**src/rtl/ifu_fetch_queue.sv**
```systemverilog
// IFU front end: PC generator, 1-cycle IMem fetch issue and credit-controlled fetch queue.
// Optional IFU_FQ_BYPASS_EN forwards a returning bundle straight to decode when the queue is empty.
module ifu_fetch_queue #(
  parameter int PC_WIDTH    = 32,
  parameter int INST_WIDTH  = 32,
  parameter int FETCH_WIDTH = 2,
  parameter int FQ_DEPTH    = 4
) (
  input  logic                              clk,
  input  logic                              rst_n,
  input  logic                              start_pulse,
  input  logic [PC_WIDTH-1:0]               start_pc,
  input  logic                              bru_flush,
  input  logic [PC_WIDTH-1:0]               bru_redir_pc,
  output logic                              imem_req,
  output logic [PC_WIDTH-1:0]               imem_addr,
  input  logic [FETCH_WIDTH*INST_WIDTH-1:0] imem_rd_data,
  output logic                              fq_valid,
  output logic [FETCH_WIDTH*INST_WIDTH-1:0] fq_inst,
  output logic [PC_WIDTH-1:0]               fq_pc,
  input  logic                              fq_ready,
  output logic                              core_running,
  output logic                              pc_unalign_err
);

  localparam int BUNDLE_W = FETCH_WIDTH * INST_WIDTH;
  localparam int PTR_W    = $clog2(FQ_DEPTH);
  localparam int CNT_W    = PTR_W + 1;
  localparam logic [PC_WIDTH-1:0] STRIDE     = PC_WIDTH'(FETCH_WIDTH * 4);
  localparam logic [PC_WIDTH-1:0] ALIGN_MASK = ~PC_WIDTH'(FETCH_WIDTH * 4 - 1);

  typedef enum logic [1:0] {S_IDLE, S_RUN, S_HALT} state_t;

  state_t              state_q, state_d;
  logic [PC_WIDTH-1:0] pc_q, pc_d;
  logic                err_q, err_d;
  logic                inflight_q;
  logic [PC_WIDTH-1:0] resp_pc_q;

  logic [BUNDLE_W-1:0] inst_mem [FQ_DEPTH];
  logic [PC_WIDTH-1:0] pc_mem   [FQ_DEPTH];
  logic [PTR_W-1:0]    wr_ptr_q, rd_ptr_q;
  logic [CNT_W-1:0]    count_q;

  logic                redirect, kill, rsp_live, push, pop, credit_ok;
  logic [CNT_W:0]      occupancy;

  assign redirect  = (state_q == S_RUN) && bru_flush && !start_pulse;
  assign kill      = start_pulse || redirect;
  // The response returning in a flush/start cycle belongs to the old stream.
  assign rsp_live  = inflight_q && !kill;
  assign occupancy = {1'b0, count_q} + {{CNT_W{1'b0}}, inflight_q};
  assign credit_ok = occupancy < (CNT_W + 1)'(FQ_DEPTH);

  always_comb begin
    state_d  = state_q;
    pc_d     = pc_q;
    err_d    = err_q;
    imem_req = 1'b0;
    if (start_pulse) begin
      if (start_pc[1:0] != 2'b00) begin
        state_d = S_HALT;
        err_d   = 1'b1;
      end else begin
        state_d = S_RUN;
        err_d   = 1'b0;
        pc_d    = start_pc & ALIGN_MASK;
      end
    end else if (redirect) begin
      if (bru_redir_pc[1:0] != 2'b00) begin
        state_d = S_HALT;
        err_d   = 1'b1;
      end else begin
        pc_d = bru_redir_pc & ALIGN_MASK;
      end
    end else if (state_q == S_RUN && credit_ok) begin
      imem_req = 1'b1;
      pc_d     = pc_q + STRIDE;
    end
  end

  assign imem_addr      = pc_q;
  assign core_running   = (state_q == S_RUN);
  assign pc_unalign_err = err_q;

`ifdef IFU_FQ_BYPASS_EN
  logic byp;
  assign byp      = rsp_live && (count_q == '0);
  assign fq_valid = (count_q != '0) || byp;
  assign fq_inst  = (count_q != '0) ? inst_mem[rd_ptr_q] : (byp ? imem_rd_data : '0);
  assign fq_pc    = (count_q != '0) ? pc_mem[rd_ptr_q]   : (byp ? resp_pc_q    : '0);
  assign pop      = (count_q != '0) && fq_ready && !kill;
  assign push     = rsp_live && !(byp && fq_ready);
`else
  assign fq_valid = (count_q != '0);
  assign fq_inst  = fq_valid ? inst_mem[rd_ptr_q] : '0;
  assign fq_pc    = fq_valid ? pc_mem[rd_ptr_q]   : '0;
  assign pop      = fq_valid && fq_ready && !kill;
  assign push     = rsp_live;
`endif

  always_ff @(posedge clk or negedge rst_n) begin
    if (!rst_n) begin
      state_q    <= S_IDLE;
      pc_q       <= '0;
      err_q      <= 1'b0;
      inflight_q <= 1'b0;
      resp_pc_q  <= '0;
      wr_ptr_q   <= '0;
      rd_ptr_q   <= '0;
      count_q    <= '0;
    end else begin
      state_q    <= state_d;
      pc_q       <= pc_d;
      err_q      <= err_d;
      inflight_q <= imem_req;
      if (imem_req) resp_pc_q <= pc_q;
      if (kill) begin
        wr_ptr_q <= '0;
        rd_ptr_q <= '0;
        count_q  <= '0;
      end else begin
        if (push) wr_ptr_q <= wr_ptr_q + PTR_W'(1);
        if (pop)  rd_ptr_q <= rd_ptr_q + PTR_W'(1);
        case ({push, pop})
          2'b10:   count_q <= count_q + CNT_W'(1);
          2'b01:   count_q <= count_q - CNT_W'(1);
          default: count_q <= count_q;
        endcase
      end
    end
  end

  always_ff @(posedge clk) begin
    if (push) begin
      inst_mem[wr_ptr_q] <= imem_rd_data;
      pc_mem[wr_ptr_q]   <= resp_pc_q;
    end
  end

  fq_no_overflow: assert property (@(posedge clk) disable iff (!rst_n)
    !(push && !pop && count_q == CNT_W'(FQ_DEPTH)));

endmodule

```
**config.mk**
```make
export PLATFORM = sky130hd
export DESIGN_NAME = ifu_fetch_queue
export DESIGN_NICKNAME = d
export VERILOG_FILES = /design/src/rtl/ifu_fetch_queue.sv
export SDC_FILE = /design/constraint.sdc
export NUM_CORES = 1
export LEC_CHECK = 0
export CAP_MARGIN = 20
export CORE_UTILIZATION = 45
export CTS_CLUSTER_DIAMETER = 80
export DETAILED_ROUTE_END_ITERATION = 16
export PLACE_DENSITY = 0.68
export SLEW_MARGIN = 30
export SYNTH_ARGS = -nofsm -noshare
export SYNTH_HDL_FRONTEND = slang
export SYNTH_SLANG_ARGS = --single-unit
```
**constraint.sdc**
```tcl
create_clock -name clk -period 10.2 [get_ports clk]
set_input_delay 2.04 -clock clk [delete_from_list [all_inputs] [get_ports clk]]
set_output_delay 2.04 -clock clk [all_outputs]
set_load 0.01 [all_outputs]
```
# Word-level counts from Yosys, hierarchy flattened
# Memories as Yosys holds them, arrays and structs flattened.
# Cells that the tools add are included.
# W data, S select, Z words.
totals:
  regBits: 75
  memories: 2
  in_bits: 133
  elab_cells: 68
  ram_bits: 384
op_classes:
  eq_ne: 5
  muxes: 26
  n_lt_le_gt_ge: 1
  add_sub_neg: 6
  reduce_logical: 20
mem_list:
  columns: ["name", "words", "word_bits", "read_ports", "rd_ports_with_merged_regs", "wr", "line", "text"]
  rows:
  - ["inst_mem", 4, 64, 1, 0, 1, "40", "logic [BUNDLE_W-1:0] inst_mem [FQ_DEPTH];"]
  - ["pc_mem", 4, 32, 1, 0, 1, "41", "logic [PC_WIDTH-1:0] pc_mem [FQ_DEPTH];"]
ops:
  columns: ["op", "n"]
  rows:
  - ["$mux W32", 6]
  - ["$mux W64", 1]
  - ["$add A32 B4 Y32 const B", 1]
  - ["$mux W2", 8]
  - ["$reduce_bool A2 Y1", 6]
  - ["$mux W1", 9]
  - ["$reduce_bool A3 Y1", 3]
  - ["$logic_and A1 B1 Y1", 6]
  - ["$pmux W3 S2", 1]
  - ["$add A2 B1 Y2 const B", 2]
  - ["$add A3 B1 Y4", 1]
  - ["$eq A2 B1 Y1 const B", 2]
  - ["$lt A4 B3 Y1 const B", 1]
  - ["$add A3 B1 Y3 const B", 1]
  - ["$mux W3", 1]
  - ["$ne A3 B3 Y1 const B", 1]
  - ["$reduce_and A3 Y1", 1]
  - ["$sub A3 B1 Y3 const B", 1]
  - ["$eq A2 B2 Y1 const B", 1]
  - ["$logic_not A1 Y1", 2]
  - ["$ne A2 B2 Y1 const B", 1]
  - ["$reduce_and A2 Y1", 1]
  - ["$logic_or A1 B1 Y1", 1]

# Depth between registers and ports, before layout
depth:
  depth_word: 9
  depth_mapped: 10

# Least setup slack after synthesis
# OpenSTA, ideal clock, no wires.
synth_timing:
  path_kind: "input port to flip-flop"
  from: "input port bru_flush"
  to: "memory inst_mem[0][0] in the netlist's numbering (enable)"
  path_buffers: 1
  arrival_ns: 4.975
  t_required_ns: 9.737
  path_stages: 4
  setup_time_ns: 0.463
  slack_ns: 4.762
  cell_sequence: "and3b_1 > nor2_1 > clkbuf_1 > and3_1"
synth_between:
  elab_chain_cells: 7
synth_rtl:
  columns: ["element", "line", "text"]
  rows:
  - ["from (decl)", "13", "input logic bru_flush,"]
  - ["$logic_and A1 B1 Y1 (2 in series)", "48", "assign redirect = (state_q == S_RUN) && bru_flush && !start_pulse;"]
  - ["$logic_or A1 B1 Y1", "49", "assign kill = start_pulse || redirect;"]
  - ["$logic_not A1 Y1", "51", "assign rsp_live = inflight_q && !kill;"]
  - ["$logic_and A1 B1 Y1", "51", null]
  - ["$mux W1", "135", "if (push) begin"]
  - ["$mux W1 (implied by the code)", "136", "inst_mem[wr_ptr_q] <= imem_rd_data;"]
  - ["to (decl)", "40", null]
# No other way between the ends.

# Final worst setup path
layout_timing:
  from: "input port bru_flush"
  to: "output port imem_req"
layout_between:
  elab_chain_cells: 4
layout_rtl:
  columns: ["element", "line", "text"]
  rows:
  - ["$logic_and A1 B1 Y1 (2 in series)", "48", null]
  - ["$mux W1", "69", "end else if (redirect) begin"]
  - ["$mux W1", "60", "if (start_pulse) begin"]
  - ["to (decl)", "15", "output logic imem_req,"]
# No other way between the ends.

==> out/summary.log <==
qor: clock_tree.cts_buffers 45
qor: floorplanning.die_width 202 um
qor: floorplanning.fp.coreArea 38900 um2
qor: final_layout.final_net_count 1413
qor: status.status finished clean
qor: detailed_routing.drt_drc_violations_left 0
qor: worst_hold_path.hold_path_class flip-flop to flip-flop
qor: clock_tree.cts-hold-fix-buffers 0
qor: logic_synthesis.ys_async_rst_share 15.5%
qor: worst_hold_path.timing.hold.worst_endpoint pc_mem[0][30]$_DFFE_PP_
qor: logic_synthesis.synth_top_area_cell sky130_fd_sc_hd__edfxtp_1
qor: floorplanning.initial_util 46.0%
qor: power_and_ir_drop.power.density 205 nW/um2
qor: place.dp_hpwl 23000 um
qor: clock_tree.clock_sinks 440
qor: logic_synthesis.mappedNetlistArea 17900 um2
qor: clock_tree.h-tree-depth 2
qor: logic_synthesis.yosys_register_bits 440
qor: setup_path.crit_start bru_flush
qor: final_layout.area_growth 25.5%
qor: setup_path.crit-reg2reg-launch state_q[1]$_DFFE_PN0P_
qor: sta.setup_tns 0 ns
qor: setup_path.r2r_setup_slack 7.07 ns
qor: sta.layout_worst_path_cycle_share 61.3%
qor: setup_path.worst-endpoint-arrival 4.21 ns
qor: clock_tree.cts_tree yes
qor: setup_path.timing.setup.critical_path_class input port to primary output
qor: sta.setup-violations-final 0
qor: setup_path.crit_required 8.16 ns
qor: final_layout.proportion_of_layout_cells_with_a_drive_suffix_above_1 17.2%
qor: clock_tree.cts.path.max_buffers 3
qor: global_route.largest_net_degree_at_the_start_of_global_routing 69
qor: sta.hold_violations 0
qor: floorplanning.top_level_ports 265
qor: flow_run.drv.max_cap_violation_count 0
qor: floorplanning.row_count 72
qor: logic_synthesis.count_of_flip_flops_with_a_built_in_enable_after_synthesis 372
qor: sta.setup_repair_after_global_routing_missed_its_margin false
qor: power_and_ir_drop.p_leak 7.47 nW
qor: global_route.grt_first_pass_wirelength 59100 um
qor: clock_tree.postCtsSetupRepairBufs 0
qor: setup_path.path_max_fanout 33
qor: worst_hold_path.hold_path_startpoint resp_pc_q[30]$_DFFE_PN0P_
qor: global_route.grt_pass1_vias 10304
qor: setup_path.rr_endpoint inst_mem[2][25]$_DFFE_PP_
qor: logic_synthesis.yosysSeqAreaShare 71.9%
qor: place.gp_routability_congestion 0.877
qor: sta.clock_skew 0.0146 ns
qor: logic_synthesis.syn-instance-count 1016
qor: final_layout.postLayoutCoreUtil 57.8%
qor: logic_synthesis.post-synth-top-area-fraction 62.4%
qor: detailed_routing.drt-wirelength-per-cell 20.7 um
qor: setup_path.worst_setup_path_start_kind input port
qor: global_route.grt_antenna_before_repair 1
qor: sta.finalMaxSlewViolations 0
qor: detailed_routing.antenna_violating_nets_post_route 0
qor: clock_tree.cts_root_buf sky130_fd_sc_hd__clkbuf_16
qor: logic_synthesis.synth_top_flop_cell sky130_fd_sc_hd__edfxtp_1
qor: sta.timing.slew.headroom 35.3%
qor: detailed_routing.viasPerCell 5.40
qor: sta.finalCriticalPeriod 6.25 ns
qor: detailed_routing.vias 9861
qor: clock_tree.postCtsResizedCells 0
qor: logic_synthesis.netlist_top_cells_area sky130_fd_sc_hd__edfxtp_1, sky130_fd_sc_hd__mux4_2, sky130_fd_sc_hd__dfrtp_1, sky130_fd_sc_hd__and2_1, sky130_fd_sc_hd__mux2_2
qor: place.place.port_buffers 256
qor: detailed_routing.drt_first_iter_violations 551
qor: clock_tree.insertion_delay 0.54 ns
qor: detailed_routing.wirelength 37900 um
qor: global_route.gr-usage-all-layers 19.0%
qor: detailed_routing.detailedRoute.firstPassIterationCount 5
qor: final_layout.antenna-diode-count 0
qor: clock_tree.clk_pin_slew 0.06 ns
qor: logic_synthesis.synth_warnings 0
qor: sta.maxClockFrequency 0.160 GHz
qor: worst_hold_path.min_delay_path_depth 0
qor: power_and_ir_drop.irDropWorstVdd 114 uV
qor: floorplanning.die-area 40600 um2
qor: setup_path.worst_r2r_path_cells 4
qor: logic_synthesis.ys_types 59
qor: global_route.grt_residual_overflow 0
qor: sta.tightest_slew 0.971 ns
qor: logic_synthesis.syn_area_per_cell 17.6 um2
qor: setup_path.setup.worst_path.end_class primary output
qor: floorplanning.die_h 202 um
[synthesized netlist by cell type (20+ instances only)]
master                     instances
sky130_fd_sc_hd__edfxtp_1        372
sky130_fd_sc_hd__nand2_1          43
sky130_fd_sc_hd__mux2_2           29
sky130_fd_sc_hd__nor2_1           37
sky130_fd_sc_hd__clkbuf_1         20
sky130_fd_sc_hd__and2_1           94
sky130_fd_sc_hd__dfrtp_1          68
sky130_fd_sc_hd__a21oi_1          31
sky130_fd_sc_hd__o21ai_0          42
sky130_fd_sc_hd__mux4_2           93
sky130_fd_sc_hd__buf_2            21
[metrics by stage]
| step | instances | worst slack (ns) | hold WS [ns] | power (mW) | instance area [um2] |
|---|---|---|---|---|---|
| 2_1_floorplan | 1021 | 4.76 | 0.472 | 2.57 | 17900 |
| 3_3_place_gp | 1743 | 3.92 | 0.488 | 3.01 | 20900 |
| 3_5_place_dp | 1745 | 3.92 | 0.499 | 3.04 | 21000 |
| 4_1_cts | 1827 | 3.90 | 0.512 | 4.67 | 22500 |
| 5_1_grt | 1827 | 3.74 | 0.538 | 4.80 | 22500 |
| 6_report | 1827 | 3.95 | 0.512 | 4.61 | 22500 |
[how the worst max path moves through the flow]
stage                                          end  cells past startpoint
after floorplan           inst_mem[0][0]$_DFFE_PP_                      4
after global placement                    imem_req                      4
after detailed placement                  imem_req                      4
after CTS                                 imem_req                      4
after global routing                     fq_pc[17]                      5
final                                     imem_req                      4
[cells in the final DEF, fill, tap and decap left out, types with 7 or more instances in the layout]
cell type / instances
sky130_fd_sc_hd__a31oi_1: 10
sky130_fd_sc_hd__nand4_1: 7
sky130_fd_sc_hd__nand2_1: 43
sky130_fd_sc_hd__o21ai_1: 9
sky130_fd_sc_hd__clkbuf_16: 46
sky130_fd_sc_hd__a21oi_1: 31
sky130_fd_sc_hd__and2_1: 94
sky130_fd_sc_hd__mux4_2: 93
sky130_fd_sc_hd__edfxtp_1: 372
sky130_fd_sc_hd__inv_1: 12
sky130_fd_sc_hd__clkbuf_1: 11
sky130_fd_sc_hd__clkdlybuf4s50_1: 254
sky130_fd_sc_hd__mux2_2: 29
sky130_fd_sc_hd__buf_4: 12
sky130_fd_sc_hd__nor2_1: 37
sky130_fd_sc_hd__clkinv_2: 9
sky130_fd_sc_hd__dfrtp_1: 66
sky130_fd_sc_hd__o21ai_0: 42
sky130_fd_sc_hd__nor3_1: 7
sky130_fd_sc_hd__nand3_1: 11
[flip-flops by register name (all words and copies together), names as in the netlist]
signal	cells
imem_addr	29
inflight_q	1
state_q	2
count_q	3
pc_mem	116
resp_pc_q	29
wr_ptr_q	2
inst_mem	256
rd_ptr_q	2
[layout make-up]
type                       instances  area [um2]
clock inverter                    21         243
inverter                          12        45.0
fill                            3013       16400
clock buffer                      61        1250
multi-input combinational        504        4730
sequential                       440       12900
tap                              518         648
timing repair buffer             271        2690
[cell families after synthesis]
logic type | synth area share, %
multiplexers | 13.6
other | 0.0209
flip-flops | 71.9
AND/OR/NAND/NOR | 7.29
AO/OA/AOI/OAI | 4.39
buffers and inverters | 2.02
adder cells (fa/ha/maj) | 0.461
XOR/XNOR | 0.342
[power by group]
group          total [mW]  switching (mW)  leakage (nW)  internal, mW
clock                1.63           0.644         0.732         0.985
combinational       0.813           0.346          2.50         0.467
sequential           2.17           0.129          4.24          2.04
total                4.61            1.12          7.47          3.49
[metal layers]
metal | up-vias | share of wire [%] | GRT usage [%]
li1 | 4494 | - | -
met1 | 5015 | 43 | 25.7
met2 | 308 | 49 | 31.6
met3 | 44 | 5.9 | 3.97
met4 | 0 | 1.7 | 4.60
met5 | - | 0 | 0
[worst max-delay path: stages]
cell,delay (ns)
sky130_fd_sc_hd__clkdlybuf4s50_1,0.49
sky130_fd_sc_hd__nor3_1,0.19
sky130_fd_sc_hd__and3_2,0.79
sky130_fd_sc_hd__clkdlybuf4s50_1,0.70
Note: power is estimated with default switching activity, not from simulation.
==> RTL edit 1: new RTL, config.mk and constraints unchanged <==
Take the reset off `pc_q` and load it in a clocked block of its own.
--- a/src/rtl/ifu_fetch_queue.sv
+++ b/src/rtl/ifu_fetch_queue.sv
@@ -104,3 +104,2 @@
       state_q    <= S_IDLE;
-      pc_q       <= '0;
       err_q      <= 1'b0;
@@ -113,3 +112,2 @@
       state_q    <= state_d;
-      pc_q       <= pc_d;
       err_q      <= err_d;
@@ -134,2 +132,6 @@
   always_ff @(posedge clk) begin
+    pc_q <= pc_d;
+  end
+
+  always_ff @(posedge clk) begin
     if (push) begin
Function: changed (Yosys sat finds a counterexample within 4 cycles, from zero or initial values and one cycle with rst_n low).
==> RTL edit 1 against the original RTL <==
Worst setup slack worse by 0.12 ns; synthesized area down 1.4%; sequential cell count unchanged; worst hold slack better by 0.0050 ns; largest cell class unchanged; design area down 0.90%; total power up 6.9%; via count down 5.6%; wire length up 0.14%.
==> RTL edit 1: results (changes against the original RTL) <==
status completed; synth top area cells edfxtp_1 68%, mux4_2 12%, dfrtp_1 5.5%, and2_1 3.4%, mux2_2 1.9%; Hold Path End pc_mem[0][11]; final worst slack 3.82 ns (-0.123 ns); routed wl met2 18500 µm (-0.81%); maximum fanout along the worst path 23 (-30%); internal power 0.00370 W (+6.0%); largest net degree at the start of global routing 62 (-10%); Worst EP arrival 4.34 ns (+0.13 ns); Global Route met1 Usage 25.3% (-0.32 points); metal3 WL 2830 µm (+27%); hold_sp resp_pc_q[11]; sequential share of the synthesized area 73.7% (+1.9 points); Worst R2R End inst_mem[2][21]; WL per Instance 21.8 µm (+5.0%); GR Layer Usage met3 5.07% (+1.1 points); first-pass GRT wire length 56900 µm (-3.7%); Detailed Place HPWL 22600 µm (-1.9%); Synth async-reset ratio 8.86% (-6.6 points); EDFF count, synth 401 (+7.8%); total global-route track usage 19.2% (+0.24 points); Yosys cell types 42 (-29%); vias in the first global route 9623 (-6.6%); r2r worst-path depth 6 (+2); Yosys warnings 0 (unchanged); initial antenna violation count 0 (-1); Synth Instances 925 (-9.0%); Leak 7.24 nW (-3.1%); RD Place Congestion 0.791 (-9.7%); sequential power 0.00223 W (+3%); via count 9310 (-5.6%); Starting DRT DRC Count 510 (-7.4%); CTS buffer count 44 (-2.2%); worst vdd ir 0.154 mV (+36%); DRT Wirelength 38000 µm (+0.14%); sw frac 24.9% (+0.64 points); worst hold slack 0.517 ns (+0.00502 ns); worst-margin pin slew 0.916 ns (-0.0543 ns); met2 usage 31.8% (+0.15 points); Place WS 3.46 ns (-0.462 ns); fraction of layout cells with a size suffix above 1 18.1% (+0.95 points); Initial DRT Pass Iterations 4 (-1); dpl cells 1661 (-4.8%)
==> RTL edit 1: worst max-delay path, cell delays in order <==
cell,delay (ns)
clkdlybuf4s50_1,0.42
nand2_1,0.55
nand2b_2,0.51
nor2_4,0.24
clkdlybuf4s50_1,0.56
==> RTL edit 1: cell families (layout without fill, tap and decap cells) <==
group                    after synthesis  after routing  share of synthesized area, %
AO/OA/AOI/OAI                         37             37                          1.63
XOR/XNOR                              33             33                          1.64
adder cells (fa/ha/maj)                6              6                         0.468
buffers and inverters                 67            361                          1.67
flip-flops                           440            440                          73.7
multiplexers                         130            130                          14.2
other                                  1              6                        0.0212
AND/OR/NAND/NOR                      211            211                          6.68
==> RTL edit 1: cell type report <==
cell class	count	area (µm²)
timing repair buffer	269	2700
clock buffer	55	1170
multi-input combinational	423	4410
tap	518	648
sequential	440	13000
inverter	12	45.0
fill	2905	16400
clock inverter	25	282
==> RTL edit 2: new RTL, config.mk and constraints unchanged <==
Made on the original files. `INST_WIDTH`: 32 -> 64.
--- a/src/rtl/ifu_fetch_queue.sv
+++ b/src/rtl/ifu_fetch_queue.sv
@@ -4,3 +4,3 @@
   parameter int PC_WIDTH    = 32,
-  parameter int INST_WIDTH  = 32,
+  parameter int INST_WIDTH  = 64,
   parameter int FETCH_WIDTH = 2,
Interface: changed (resized fq_inst and imem_rd_data); port bits go from 265 to 393. The function was not compared with the original's and may differ.
==> RTL edit 2 against the original RTL <==
Sequential cell count rose by 256; total power rose by 54%; wire length rose by 55%; global-route usage rose by 0.18 points; worst setup slack improved by 0.62 ns; design area rose by 54%; clock power rose by 56%; die area rose by 53%; synthesized area rose by 54%.
==> RTL edit 2: results (changes against the original RTL) <==
status completed; Yosys cell types 58 (-1.7%); EDFF count, synth 628 (+69%); biggest regs inst_mem x512, pc_mem x116; vias per cell 5.42 (+0.43%); maximum fanout along the worst path 83 (+150%); Worst-Skew Late Latency 0.59 ns (+0.05 ns); Leak 11.2 nW (+49%); CTS buffer count 73 (+62%); H-tree Lvls 3 (+1); FILL cells 4601 (+53%); synth top area cells edfxtp_1 69%, mux4_2 13%, dfrtp_1 6.2%, and2_1 3.6%, mux2_2 1.2%; Detailed Place HPWL 35100 µm (+53%); vias in the first global route 15033 (+46%); DP Area 0.0322 mm² (+53%); fraction of layout cells with a size suffix above 1 17.7% (+0.51 points); nets 2021 (+43%); met2 usage 31.4% (-0.18 points); IO Port Bufs 384 (+50%); Setup Skew 0.0221 ns (+0.00755 ns); initial antenna violation count 6 (+5); largest net degree at the start of global routing 84 (+22%); sequential share of the synthesized area 74.7% (+2.8 points); Synth async-reset ratio 9.77% (-5.7 points); GR Layer Usage met3 4.76% (+0.80 points); first-pass GRT wire length 90600 µm (+53%); Global Route met1 Usage 25.5% (-0.20 points)
==> RTL edit 2: cell type report <==
cell class,instances,area share (%)
well taps,782,2.83
repair buffers,402,11.6
flip-flops and latches,696,59.6
diodes,1,0.00725
inverters,12,0.131
clock inverters,41,1.09
multi-input cells,633,19.1
clock buffers,92,5.62
==> RTL edit 2: routing by layer <==
layer | up-vias | part of all wire (%)
met2 | 423 | 50
met1 | 7433 | 41
met5 | - | 0.12
met3 | 100 | 6.1
met4 | 10 | 2.2
li1 | 6447 | -
==> RTL edit 2: worst max-delay path, cell delays in order (launching register included) <==
cell             delay (ns)
dfrtp_1                0.47
or3_4                  0.71
buf_4                  0.79
and2_1                 0.22
clkdlybuf4s50_1        0.70
==> RTL edit 2: kinds of logic after synthesis <==
group	synth area share, %
other	0.0136
AND/OR/NAND/NOR	6.38
flip-flops	74.7
multiplexers	14.1
XOR/XNOR	0.223
buffers and inverters	1.58
adder cells (fa/ha/maj)	0.300
AO/OA/AOI/OAI	2.72
==> RTL edit 2: stage by stage <==
step	setup slack (ns)	cells	total power (W)	utilization [%]	hold WS, ns
floorplan	3.31	1428	0.00396	-	0.472
global placement	3.90	2524	0.00463	53.3	0.486
detailed placement	4.17	2525	0.00464	53.3	0.503
CTS	4.40	2658	0.00720	57.2	0.510
global route	4.23	2659	0.00738	57.2	0.528
finish	4.57	2659	0.00710	57.2	0.500
==> RTL edit 2: worst paths after layout <==
kind	startpoint	end	slack, ns	cells after the start
max	count_q[2]	fq_pc[16]	4.57	4
min	resp_pc_q[21]	pc_mem[1][21]	0.50	0
max reg2reg	state_q[1]	inst_mem[2][35]	6.59	4
min reg2reg	resp_pc_q[21]	pc_mem[1][21]	0.50	0
max in group asynchronous	rst_n	rd_ptr_q[1]	8.11	2
min in group asynchronous	rst_n	state_q[1]	1.55	2
==> RTL edit 2: power breakdown <==
| part | internal (W) | switching [W] |
|---|---|---|
| logic | 0.000683 | 0.000540 |
| registers | 0.00320 | 0.000133 |
| clock network | 0.00150 | 0.00104 |
| total | 0.00539 | 0.00172 |
